`src/rtl/rust_controller.sv`:
```
// Baby-rocking controller: averages cry volume plus heart rate over a window and
// hill-climbs the rocking amplitude/frequency toward lower stress.
module rust_controller #(
   parameter int DATA_W   = 8,
   parameter int OUT_W    = 4,
   parameter int WIN_LOG2 = 2,
   parameter int SETTLE   = 16,
   parameter int CALM_TH  = 32
) (
   input  logic              clk,
   input  logic              reset,
   input  logic              sample_valid,
   input  logic [DATA_W-1:0] huilVolume,
   input  logic [DATA_W-1:0] hartRitme,
   output logic [OUT_W-1:0]  A,
   output logic [OUT_W-1:0]  F,
   output logic              calm,
   output logic              step
);

   // state      | meaning
   // ST_SETTLE  | wait SETTLE cycles after a step; window cleared
   // ST_MEASURE | accumulate 2^WIN_LOG2 valid samples
   // ST_DECIDE  | one cycle: calm check, hill-climb A or F

   localparam int STRESS_W = DATA_W + 1;
   localparam int ACC_W    = STRESS_W + WIN_LOG2;
   localparam int CNT_W    = $clog2(SETTLE + 1);
   localparam int NS_W     = WIN_LOG2 + 1;
   localparam logic [STRESS_W-1:0] CALM_V   = STRESS_W'(CALM_TH);
   localparam logic [CNT_W-1:0]    SET_LAST = CNT_W'(SETTLE - 1);
   localparam logic [NS_W-1:0]     WIN_LAST = NS_W'((2 ** WIN_LOG2) - 1);

   typedef enum logic [1:0] {ST_SETTLE, ST_MEASURE, ST_DECIDE} state_t;

   state_t              state;
   logic [CNT_W-1:0]    settle_cnt;
   logic [NS_W-1:0]     n_smp;
   logic [ACC_W-1:0]    acc;
   logic [STRESS_W-1:0] prev_stress;
   logic                axis;   // 0 selects A, 1 selects F
   logic                dir;    // 1 counts up

   logic [STRESS_W-1:0] stress;
   logic [STRESS_W-1:0] stress_avg;
   logic                improve;
   logic                next_axis;
   logic                next_dir;
   logic [OUT_W-1:0]    sel_val;
   logic [OUT_W-1:0]    moved;
   logic                at_lim;

   always_comb begin
      stress     = STRESS_W'(huilVolume) + STRESS_W'(hartRitme);
      stress_avg = acc[ACC_W-1:WIN_LOG2];
      improve    = stress_avg < prev_stress;
      next_axis  = improve ? axis : ~axis;
      next_dir   = improve ? dir : ~dir;
      sel_val    = next_axis ? F : A;
      at_lim     = next_dir ? (sel_val == '1) : (sel_val == '0);
      moved      = next_dir ? sel_val + OUT_W'(1) : sel_val - OUT_W'(1);
   end

   always_ff @(posedge clk or negedge reset) begin
      if (!reset) begin
         state       <= ST_SETTLE;
         settle_cnt  <= '0;
         n_smp       <= '0;
         acc         <= '0;
         prev_stress <= '1;
         axis        <= 1'b0;
         dir         <= 1'b1;
         A           <= '0;
         F           <= '0;
         calm        <= 1'b0;
         step        <= 1'b0;
      end else begin
         step <= 1'b0;
         case (state)
            ST_SETTLE: begin
               acc   <= '0;
               n_smp <= '0;
               if (settle_cnt == SET_LAST) begin
                  settle_cnt <= '0;
                  state      <= ST_MEASURE;
               end else begin
                  settle_cnt <= settle_cnt + CNT_W'(1);
               end
            end
            ST_MEASURE: begin
               if (sample_valid) begin
                  acc   <= acc + ACC_W'(stress);
                  n_smp <= n_smp + NS_W'(1);
                  if (n_smp == WIN_LAST) state <= ST_DECIDE;
               end
            end
            ST_DECIDE: begin
               state <= ST_SETTLE;
               if (stress_avg < CALM_V) begin
                  calm <= 1'b1;
               end else begin
                  calm        <= 1'b0;
                  prev_stress <= stress_avg;
                  axis        <= next_axis;
                  // saturated axis holds and reverses instead of stepping
                  if (at_lim) begin
                     dir <= ~next_dir;
                  end else begin
                     dir  <= next_dir;
                     step <= 1'b1;
                     if (next_axis) F <= moved;
                     else           A <= moved;
                  end
               end
            end
            default: state <= ST_SETTLE;
         endcase
      end
   end

endmodule

```
`config.mk`:
```
export PLATFORM = sky130hd
export DESIGN_NAME = rust_controller
export DESIGN_NICKNAME = d
export VERILOG_FILES = /design/src/rtl/rust_controller.sv
export SDC_FILE = /design/constraint.sdc
export NUM_CORES = 1
export LEC_CHECK = 0
export CAP_MARGIN = 20
export CORE_MARGIN = 8
export CORE_UTILIZATION = 35
export CTS_CLUSTER_DIAMETER = 50
export DETAILED_ROUTE_END_ITERATION = 6
export SLEW_MARGIN = 20
export SYNTH_ARGS = -nofsm -noshare
export SYNTH_HDL_FRONTEND = slang
export SYNTH_SLANG_ARGS = --single-unit
```
`constraint.sdc`:
```
create_clock -name clk -period 6.5 [get_ports clk]
set_input_delay 0.65 -clock clk [delete_from_list [all_inputs] [get_ports clk]]
set_output_delay 0.65 -clock clk [all_outputs]
set_load 0.02 [all_outputs]
```
After elaboration in Yosys (flattened, before gate mapping)
Index checks and enable logic that the tools add are counted.

word-level totals
  flip-flop bits (word level) = 42
  bits in latches = 0
  RAM bits = 0
  ROM bits = 0
  bits of input ports = 19
  output and inout bits = 10
  memories kept = 0

operators by class
  add/subtract/negate cells = 6
  $mul = 0
  divide/modulo/power cells = 0
  magnitude comparators = 2
  equality and inequality tests = 8
  shift-type cells = 0
  muxes and demuxes = 19
  bitwise logic cells = 6
  reduce and logical (&&, ||, !) cells = 8

operators by type and width
  cell                                                         number
  one-hot mux 11 bit (2 select lines)                          1
  adder 11 x 9 -> 11 bit                                       1
  2-to-1 mux 11 bit                                            1
  adder 8 x 8 -> 9 bit                                         1
  less-than comparator 9 x 6 -> 1 bit (second input constant)  1
  less-than comparator 9 bit                                   1
  2-to-1 mux 1 bit                                             8
  2-to-1 mux 4 bit                                             2
  AND reduction 4 bit                                          2
  2-to-1 mux 2 bit                                             3
  != test 2 bit (second input constant)                        3
  NOT 1 bit                                                    6
  one-hot mux 3 bit (2 select lines)                           1
  adder 5 x 1 -> 5 bit (second input constant)                 1
  equality test 5 x 4 -> 1 bit (second input constant)         1
  2-to-1 mux 5 bit                                             1
  adder 4 x 1 -> 4 bit (second input constant)                 1
  equality test 4 bit (second input constant)                  1
  logical NOT 4 bit                                            1
  one-hot mux 2 bit (2 select lines)                           1
  AND reduction 2 bit                                          2
  subtractor 4 x 1 -> 4 bit (second input constant)            1
  adder 3 x 1 -> 3 bit (second input constant)                 1
  equality test 3 x 2 -> 1 bit (second input constant)         1
  6 further kinds                                              6

Longest topological paths before layout
Gate-level depths: netlist of the first run.

  depth after elaboration = 8
  mapped depth = 12
  gate-level depth less buffers = 12

Worst setup path after synthesis of the first run
OpenSTA, ideal clock, no wires.

  path kind = in2reg
  start = in huilVolume[1]
  end = reg acc[9]
  library setup time = 0.121 ns
  arrival time = 3.012 ns
  required time = 6.379 ns
  slack = 3.367 ns
  cell stages on the path = 12
  cell sequence = fa_1 -> ha_1 -> inv_1 -> fa_1 -> nor2b_1 -> o21ai_0 -> a21boi_0 -> o21a_1 -> o21ai_0 -> a21oi_1 -> mux2_2 -> a22o_1

on the way
  cells in the longest elaborated chain, start to end = 4

RTL lines
  item                                 RTL line  RTL
  start: declaration                   13        input logic [DATA_W-1:0] huilVolume,
  adder 8 x 8 -> 9 bit                 54        stress = STRESS_W'(huilVolume) + STRESS_W'(hartRitme);
  adder 11 x 9 -> 11 bit               92        acc <= acc + ACC_W'(stress);
  2-to-1 mux 11 bit                    91        if (sample_valid) begin
  one-hot mux 11 bit (2 select lines)  79        case (state)
  end signal: assignment               92
  end: declaration                     39        logic [ACC_W-1:0] acc;

Every way passes these cells. The select of a mux whose other input is x is not followed.
A chain may end at the register's enable or synchronous reset.

Worst setup path after layout of the first run
Ends and elaborated chain as after synthesis.

==> metrics, run 1 <==
area added between synthesis and finish 16.0%; compound-gate portion of the synthesized area between 10% and 20%; total number of vias 2,198; critical path data arrival time 3.65 ns; CTS hold repair buffers 0; quantity of I/O buffers inserted on ports 28; Synth top area share 28.4%; total negative slack for setup checks 0 ns; highest metal used met4; final setup fails 0; CTS buffer count 5; wire length of the first global-routing pass 10,400 um; HPWL after detailed placement roughly 4400 um; unrepaired setup endpoints after global routing false; total met2 wirelength after detailed routing 2900 um; async set or reset register ratio after synthesis 100%; routed via count divided by cell count 5.25; type of element launching the critical path input pin; total detailed-routing wirelength 5990 um; final-report hold violation count 0; dominant cell by count in the synthesized netlist dfrtp_1; height of the chip ~110 um; most frequent cells after synthesis dfrtp_1, nand2_1, o21ai_0; required time of the critical path 6.69 ns; outcome complete, no violations; global-route total usage across every layer 11.2%; Die Footprint 11,200 um^2; largest net degree at the start of global routing 43; type of element capturing the critical path flop; routed length on met3 about 270 um; clock-pin slew reported for the worst setup and hold paths after clock tree synthesis around 0.080 ns; min Tclk post-route 3.47 ns; synthesized instance count 292; vias in the first global route between 2,000 and 2,500; critical path's top delay family adder cells; leakage power figure 0.00139 uW; area of the mapped netlist between 2000 and 3000 um^2; worst vdd rail ir drop 0.174 mV; Power Dens Cells roughly 400 nW/um^2; Routability Congestion 0.833; sequential cell area fraction in the yosys report 37.8%; initial standard-cell utilization of the core 36.2%; fin crit share 53.3%; area of all sequential standard cells 1060 um^2; area share of and/or/nand/nor cells after synthesis 13.8%; syn nets 339; number of maximum-capacitance constraint violations 0; CTS tree done; total congestion overflow 0; count of unresolved DRC violations after routing 0; number of H-tree levels 2; synth unique cells 51; xor and xnor area share after synthesis 5.96%; filler instances 787; skew final 0.00576 ns; latest clock arrival within the worst-skew pair 0.30 ns; largest cells by area after synthesis dfrtp_1, dfstp_2, ha_1; Worst Tran Pin Value between 1 and 1.5 ns; most common flop cell mapped by yosys dfrtp_1; worst min-delay path class in2async; count of buffering cells on the critical path with inverters included 2; floorplan die width ~110 um; post-DR wirelength/cell 14.3 um; Non-Filler Instances between 400 and 500; cell count after placement 411; cell taking the most area after synthesis dfrtp_1; remaining antenna violation count 0; I/O pins 29; cell row count 32; start-to-end type of the worst setup path in2reg; largest fanout of any net on the critical path 2; maximum single-stage delay on the critical path 0.55 ns; CTS Root Buffer Type clkbuf_8; area share of fa/ha/maj cells after synthesis 14.8%; number of instances resized during post-cts repair 0; net count of the finished layout 363; number of enable flip-flop cells after synthesis 0; cell with the biggest individual delay on the critical path fa_1; share of layout cells above drive strength 1 8.83%; area of the placeable core 7770 um^2; post-layout worst setup margin 3.03 ns; number of storage elements in the synthesis netlist 42; diode insertion count for antenna repair 0; setup slack at placement 2.70 ns; total setup buffers inserted after CTS 0; average footprint of a synthesized cell 9.64 um^2; final number of max-transition violations 0; share of cell area taken by muxes after synthesis 4.09%; count of synthesis-stage warnings from yosys 0; number of optimization iterations in the first detailed-route pass 4; Max Buffers Root-to-Sink 2; clock sink count 42; area of the multi-input gates 1600 um^2; crit path cell chain clkdlybuf4s50_1, fa_1, ha_1, inv_1, fa_1, nor2b_1, o21ai_0, a21boi_0, o21a_1, o21ai_0, a21oi_1, mux2_2, a22o_1; max frequency 0.288 GHz; largest family of logic cells by synthesized area compound AO/OA/AOI/OAI gates; routed metal-1 wirelength 2750 um; First DRT Iteration DRCs 87; slew margin rel. 32.4%; number of antenna violations at the first check in global routing 0
==> power breakdown <==
| part | switching, uW | total [uW] | internal (uW) |
|---|---|---|---|
| sequential | 90.6 | 417 | 326 |
| combinational | 367 | 684 | 317 |
| clock | 92.9 | 208 | 115 |
==> per-stage QoR <==
step           hold slack, ns  instance area (um^2)  power, uW  utilization [%]
6_report                0.330                  3270       1310             42.1
5_1_grt                 0.374                  3270       1420             42.1
4_1_cts                 0.498                  3260       1320             42.0
3_5_place_dp            0.473                  3150       1100             40.6
3_3_place_gp            0.469                  3150       1090             40.6
2_1_floorplan           0.354                  2820        997                -
==> worst paths after layout <==
| check | from | to | slack (ns) | cells past startpoint |
|---|---|---|---|---|
| setup / recovery | huilVolume[1] | acc[9] | 3.03 | 13 |
| hold / removal | reset | F[3] | 0.33 | 1 |
| setup reg to reg | prev_stress[8] | F[1] | 3.14 | 10 |
| hold reg to reg | settle_cnt[4] | settle_cnt[4] | 0.49 | 1 |
| max in group asynchronous | reset | prev_stress[5] | 5.77 | 1 |
| min in group clk | settle_cnt[4] | settle_cnt[4] | 0.49 | 1 |
==> cells in the final DEF, fill, tap and decap left out, types with 10 or more instances in the layout <==
master / synthesis / final
a22o_1: 10 / 10
nor2_1: 21 / 21
o21ai_0: 25 / 25
inv_1: 23 / 23
a21oi_1: 14 / 14
dfstp_2: 10 / 10
nor3_1: 10 / 10
clkdlybuf4s50_1: 0 / 27
dfrtp_1: 32 / 32
nand2_1: 31 / 31
ha_1: 19 / 19
==> state kept, by name, indices dropped and copies added, names as in the netlist <==
register and count:
acc 11, prev_stress 9, settle_cnt 5, A 4, F 4, n_smp 3
state 2, axis 1, calm 1, dir 1, step 1
==> cell families (layout without fill, tap and decap cells) <==
logic type               Yosys count  in the layout
AND/OR/NAND/NOR                   83             83
AO/OA/AOI/OAI                     77             77
flip-flops                        42             42
buffers and inverters             35             60
adder cells (fa/ha/maj)           28             28
XOR/XNOR                          17             17
multiplexers                      10             10
==> metal layers <==
| metal | vias up | GRT usage [%] |
|---|---|---|
| li1 | 1079 | - |
| met1 | 1064 | 13.5 |
| met2 | 50 | 19.2 |
| met3 | 5 | 2.74 |
| met4 | 0 | 3.62 |
| met5 | - | 0 |
==> area by class of cell <==
type / count / share of cell area (%)
Multi-Input combinational cell: 215 / 48.9
Sequential cell: 42 / 32.6
Timing Repair Buffer: 28 / 8.50
Tap cell: 102 / 3.91
Inverter: 24 / 2.76
Clock buffer: 6 / 2.22
Clock inverter: 2 / 1.15
Power figures use the tool's default switching activity.
==> run 2: changes to the inputs <==
==> constraint.sdc (replaced) <==
create_clock -name clk -period 2.9 [get_ports clk]
set_input_delay 0.29 -clock clk [delete_from_list [all_inputs] [get_ports clk]]
set_output_delay 0.29 -clock clk [all_outputs]
set_load 0.02 [all_outputs]
==> run 2 against run 1 <==
Compared with the run above: sequential power up 110%; largest cell class unchanged; count of clock-buffer cells in the layout down 1; the run now ends with negative hold slack left; critical path depth down 1; sequential share of layout area down 4.3 points; largest power group unchanged; core utilization up 6.4 points; die area unchanged; setup slack worse by 2.9 ns.
==> metrics, run 2 (synthesized netlist as in run 1, its figures left out) <==
cell count after placement around 450; diode insertion count for antenna repair 0; Non-Filler Instances 459; Die Footprint 11,200 um^2; area of the placeable core 7770 um^2; total negative slack for setup checks 0 ns; fin crit share 96.8%; max FFs per register 11; wire length of the first global-routing pass 11,400 um; worst vdd rail ir drop ~0.38 mV; post-DR wirelength/cell about 14 um; type of element launching the critical path flop; number of antenna violations at the first check in global routing 0; post-layout worst setup margin 0.0915 ns; height of the chip approximately 110 um; max frequency 0.356 GHz; total congestion overflow 0; unrepaired setup endpoints after global routing true; largest net degree at the start of global routing 43; count of unresolved DRC violations after routing 0; vias in the first global route 2,396; Power Dens Cells 995 nW/um^2; CTS buffer count 5; HPWL after detailed placement 4780 um; slew margin rel. 62.8%; number of optimization iterations in the first detailed-route pass 4; critical path's top delay family flip-flops; CTS tree done; CTS hold repair buffers 0; highest-count cells in the layout ignoring fill and taps buf_4, dfrtp_1, nand2_1; Biggest register acc; setup slack at placement -0.519 ns; final setup fails 0; CTS Root Buffer Type clkbuf_8; skew final 0.00868 ns; most frequent standard cell in the layout excluding fill and tap cells buf_4; quantity of I/O buffers inserted on ports 28; crit path cell chain inv_2, ha_4, nand4_1, or3_4, o211a_4, xnor2_4, buf_12, mux2i_4, o2111ai_2, buf_4, a21oi_2, xor2_1; global-route total usage across every layer 12.3%; violated checks negative hold slack; I/O pins 29; Worst Tran Pin Value 0.558 ns; count of buffering cells on the critical path with inverters included 3; Routability Congestion between 0.8 and 0.9; largest registers ranked by flip-flop count acc x11, prev_stress x9, settle_cnt x5; remaining antenna violation count 0; final-report hold violation count 32; total number of vias ~2,300; final number of max-transition violations 0; instance area at placement 3410 um^2; number of maximum-capacitance constraint violations 0; leakage power figure around 0.0016 uW; outcome finished, violations left; maximum single-stage delay on the critical path roughly 0.54 ns; largest fanout of any net on the critical path 5; min Tclk post-route between 2 and 3 ns; start-to-end type of the worst setup path reg2reg; clock-pin slew reported for the worst setup and hold paths after clock tree synthesis 0.09 ns; critical path data arrival time 3.03 ns; post-route design area 3760 um^2; floorplan die width 106 um; required time of the critical path 3.13 ns; routed via count divided by cell count 5.08; cell row count 32; number of H-tree levels 2; First DRT Iteration DRCs 111; latest clock arrival within the worst-skew pair 0.30 ns; Max Buffers Root-to-Sink 2; type of element capturing the critical path flop; area added between synthesis and finish 33.7%; Hold Slack -0.0334 ns; total power 3750 uW; total detailed-routing wirelength 6630 um; worst min-delay path class in2async; clock sink count 42; initial standard-cell utilization of the core ~36%; cell with the biggest individual delay on the critical path dfstp_2; net count of the finished layout between 400 and 500; share of layout cells above drive strength 1 26.9%
==> run 2: cell types whose count changed in the layout (fill, tap and decap cells not counted), moves of 2 or more <==
| cell | delta |
|---|---|
| ha_4 | +3 |
| clkdlybuf4s50_1 | -2 |
| a21oi_2 | +5 |
| inv_1 | -5 |
| mux2i_4 | +2 |
| nor3_1 | -2 |
| mux2i_1 | -2 |
| ha_1 | -4 |
| o21ai_0 | -6 |
| o21ai_1 | +5 |
| inv_2 | +5 |
| buf_4 | +38 |
| a21oi_1 | -5 |
==> run 2: worst register-to-register path: stages (launching register included) <==
cell and delay [ns]:
dfstp_2 0.54, inv_2 0.05, ha_4 0.26, nand4_1 0.12, or3_4 0.40, o211a_4 0.17, xnor2_4 0.16, buf_12 0.16
mux2i_4 0.28, o2111ai_2 0.14, buf_4 0.20, a21oi_2 0.13, xor2_1 0.15
==> run 2: layer usage <==
| metal | share of wire, % | track usage [%] | vias up |
|---|---|---|---|
| met2 | 49 | 20.5 | 48 |
| met3 | 4.0 | 2.50 | 12 |
| li1 | - | - | 1156 |
| met5 | 0 | 0 | - |
| met4 | 1.5 | 4.12 | 0 |
| met1 | 46 | 15.6 | 1118 |
==> run 2: layout make-up <==
cell class,instances,area (um^2)
Multi-Input combinational cell,215,1750
Fill cell,740,4000
Clock buffer,5,68.8
Timing Repair Buffer,68,596
Sequential cell,42,1060
Tap cell,102,128
Clock inverter,3,68.8
Inverter,24,90.1
==> run 2: power by group <==
| part | total [uW] | switching, uW | internal [uW] |
|---|---|---|---|
| clock network | 572 | 226 | 345 |
| registers | 878 | 146 | 732 |
| logic | 2300 | 1120 | 1180 |
==> run 2: timing repair <==
action,in CTS,in global routing
buffers inserted,1,6
pin swaps,7,17
gates resized for setup,12,30
setup endpoints to repair,7,12
==> run 2: path summary, 6_finish.rpt <==
kind	depth (start not counted)	slack (ns)	endpoint	start
setup / recovery	12	0.09	F[1]	prev_stress[8]
hold / removal	1	-0.03	step	reset
min in group clk	1	0.50	settle_cnt[2]	settle_cnt[2]
max in group asynchronous	1	2.54	prev_stress[6]	reset
hold reg to reg	1	0.50	settle_cnt[2]	settle_cnt[2]
setup reg to reg	12	0.09	F[1]	prev_stress[8]
==> run 2: stage by stage <==
stage / util [%] / hold slack (ns)
after global routing: 48.5 / 0.0131
after CTS: 46.3 / 0.172
after floorplan: - / -0.00559
after global placement: 43.9 / 0.472
final: 48.5 / -0.0334
after detailed placement: 43.9 / 0.484
==> run 3: changes to the inputs <==
--- a/config.mk
+++ b/config.mk
@@ -10,6 +10,7 @@
 export CORE_UTILIZATION = 35
 export CTS_CLUSTER_DIAMETER = 50
 export DETAILED_ROUTE_END_ITERATION = 6
+export DONT_BUFFER_PORTS = 1
 export SLEW_MARGIN = 20
 export SYNTH_ARGS = -nofsm -noshare
 export SYNTH_HDL_FRONTEND = slang
==> run 3 against run 2 <==
Compared with the run above: the flow now finishes without violations; clock power decreased by 18%; count of clock-buffer cells in the layout is 1 higher; die area did not move; sequential power is 2.6% higher; hold slack gained 0.17 ns; sequential share of layout area is 2.8 points higher; clock skew grew 0.00085 ns; critical path depth down 2; setup slack worse by 0.046 ns; final cell count down 7.8%; combinational power shrank 10%.
==> metrics, run 3 (synthesized netlist as in run 1, its figures left out) <==
CTS buffer count 5; clock-pin slew reported for the worst setup and hold paths after clock tree synthesis roughly 0.09 ns; critical path's top delay family compound AO/OA/AOI/OAI gates; total power 3430 uW; skew final around 0.0095 ns; count of buffering cells on the critical path with inverters included 1; share of total power in sequential cells 26.3%; cell count after placement 409; highest-count cells in the layout ignoring fill and taps dfrtp_1, nand2_1, buf_4; worst min-delay path class in2reg; number of maximum-capacitance constraint violations 0; slew margin rel. 69.9%; number of antenna violations at the first check in global routing 0; area of the placeable core about 7800 um^2; final number of max-transition violations 0; start-to-end type of the worst setup path reg2reg; Switch Pwr 1420 uW; First DRT Iteration DRCs 109; floorplan die width 106 um; most frequent standard cell in the layout excluding fill and tap cells dfrtp_1; Routability Congestion 0.860; total number of vias approximately 2,200; HPWL after detailed placement ~4800 um; final setup fails 0; diode insertion count for antenna repair 0; cell row count 32; clock sink count 42; wire length of the first global-routing pass between 10,000 and 15,000 um; relative contribution of combinational cells to total power 60.1%; max frequency about 0.35 GHz; height of the chip 106 um; vias in the first global route 2,252; Sw Share 41.6%; unrepaired setup endpoints after global routing true; initial standard-cell utilization of the core a little over a third; largest fanout of any net on the critical path 5; required time of the critical path 3.11 ns; routed via count divided by cell count 5.25; global-route total usage across every layer 11.7%; Biggest register acc; worst vdd rail ir drop 0.410 mV; Worst Tran Pin Value roughly 0.45 ns; type of element capturing the critical path flop; number of H-tree levels 2; fin crit share 98.4%; min Tclk post-route 2.85 ns; total detailed-routing wirelength 6530 um; Max Buffers Root-to-Sink 2; total congestion overflow 0; quantity of I/O buffers inserted on ports 0; I/O pins 29; maximum single-stage delay on the critical path approximately 0.53 ns; net count of the finished layout between 300 and 400; CTS tree done; CTS Root Buffer Type clkbuf_8; crit path cell chain inv_2, ha_4, nand4_1, or3_4, o211a_4, xnor2_4, mux2i_4, o211ai_1, a21oi_2, xor2_1; type of element launching the critical path flop; Die Footprint 11,200 um^2; latest clock arrival within the worst-skew pair just under 0.3 ns; remaining antenna violation count 0; largest registers ranked by flip-flop count acc x11, prev_stress x9, settle_cnt x5; total internal power 2000 uW; Power Dens Cells 1000 nW/um^2; number of optimization iterations in the first detailed-route pass 4; post-DR wirelength/cell 15.4 um; count of unresolved DRC violations after routing 0; Clk pwr share between 10 and 15%; cell with the biggest individual delay on the critical path dfstp_2; final-report hold violation count 0; max FFs per register 11; largest net degree at the start of global routing 43; area added between synthesis and finish 21.5%; outcome complete, no violations; Non-Filler Instances 423; critical path data arrival time 3.07 ns; leakage power figure between 0.001 and 0.0015 uW; share of layout cells above drive strength 1 a little over a quarter
[run 3: path summary, 6_finish.rpt]
kind                                 from             end  slack, ns  cells after the start
setup / recovery           prev_stress[7]            A[1]       0.05                     10
hold / removal               sample_valid          acc[8]       0.13                      1
setup reg to reg           prev_stress[7]            A[1]       0.05                     10
hold reg to reg             settle_cnt[4]   settle_cnt[4]       0.50                      1
max in group asynchronous           reset  prev_stress[5]       2.13                      2
min in group asynchronous           reset            step       0.49                      2
[run 3: repair_timing]
item,in CTS,in global routing
pin swaps,3,13
hold buffers,2,0
gates resized for setup,3,34
endpoints found under the setup margin,4,11
setup buffers,2,2
hold endpoints to repair,42,0
cloned,0,0
[run 3: area by class of cell]
class / count / area (um^2)
Fill cell: 767 / 4350
Multi-Input combinational cell: 215 / 1770
Clock inverter: 2 / 37.5
Tap cell: 102 / 128
Sequential cell: 42 / 1060
Timing Repair Buffer: 32 / 263
Clock buffer: 6 / 72.6
Inverter: 24 / 90.1
[run 3: through the flow]
step	TNS, ns	worst slack, ns	area (um^2)	utilization, %	hold slack, ns
after global placement	-0.00476	-0.00476	3070	39.6	-0.00390
after global routing	-0.258	-0.0823	3420	44.0	0.125
after CTS	0	0.00188	3250	41.8	0.119
after detailed placement	-0.0991	-0.0991	3070	39.6	-0.00425
after floorplan	0	0.0829	2820	-	-0.00559
final	0	0.0453	3420	44.0	0.135
[run 3: routing by layer]
layer	share of wire [%]	GRT usage, %
met1	44	14.2
met2	50	19.8
met3	5.3	3.29
met4	0.44	3.02
met5	0	0
[run 3: power by group through the flow]
stage	Sequential (uW)	Clock [uW]	Combinational, uW
2_1_floorplan	863	0	1370
3_3_place_gp	902	0	1730
3_5_place_dp	906	0	1750
4_1_cts	895	478	1830
5_1_grt	923	503	2250
6_report	901	467	2060
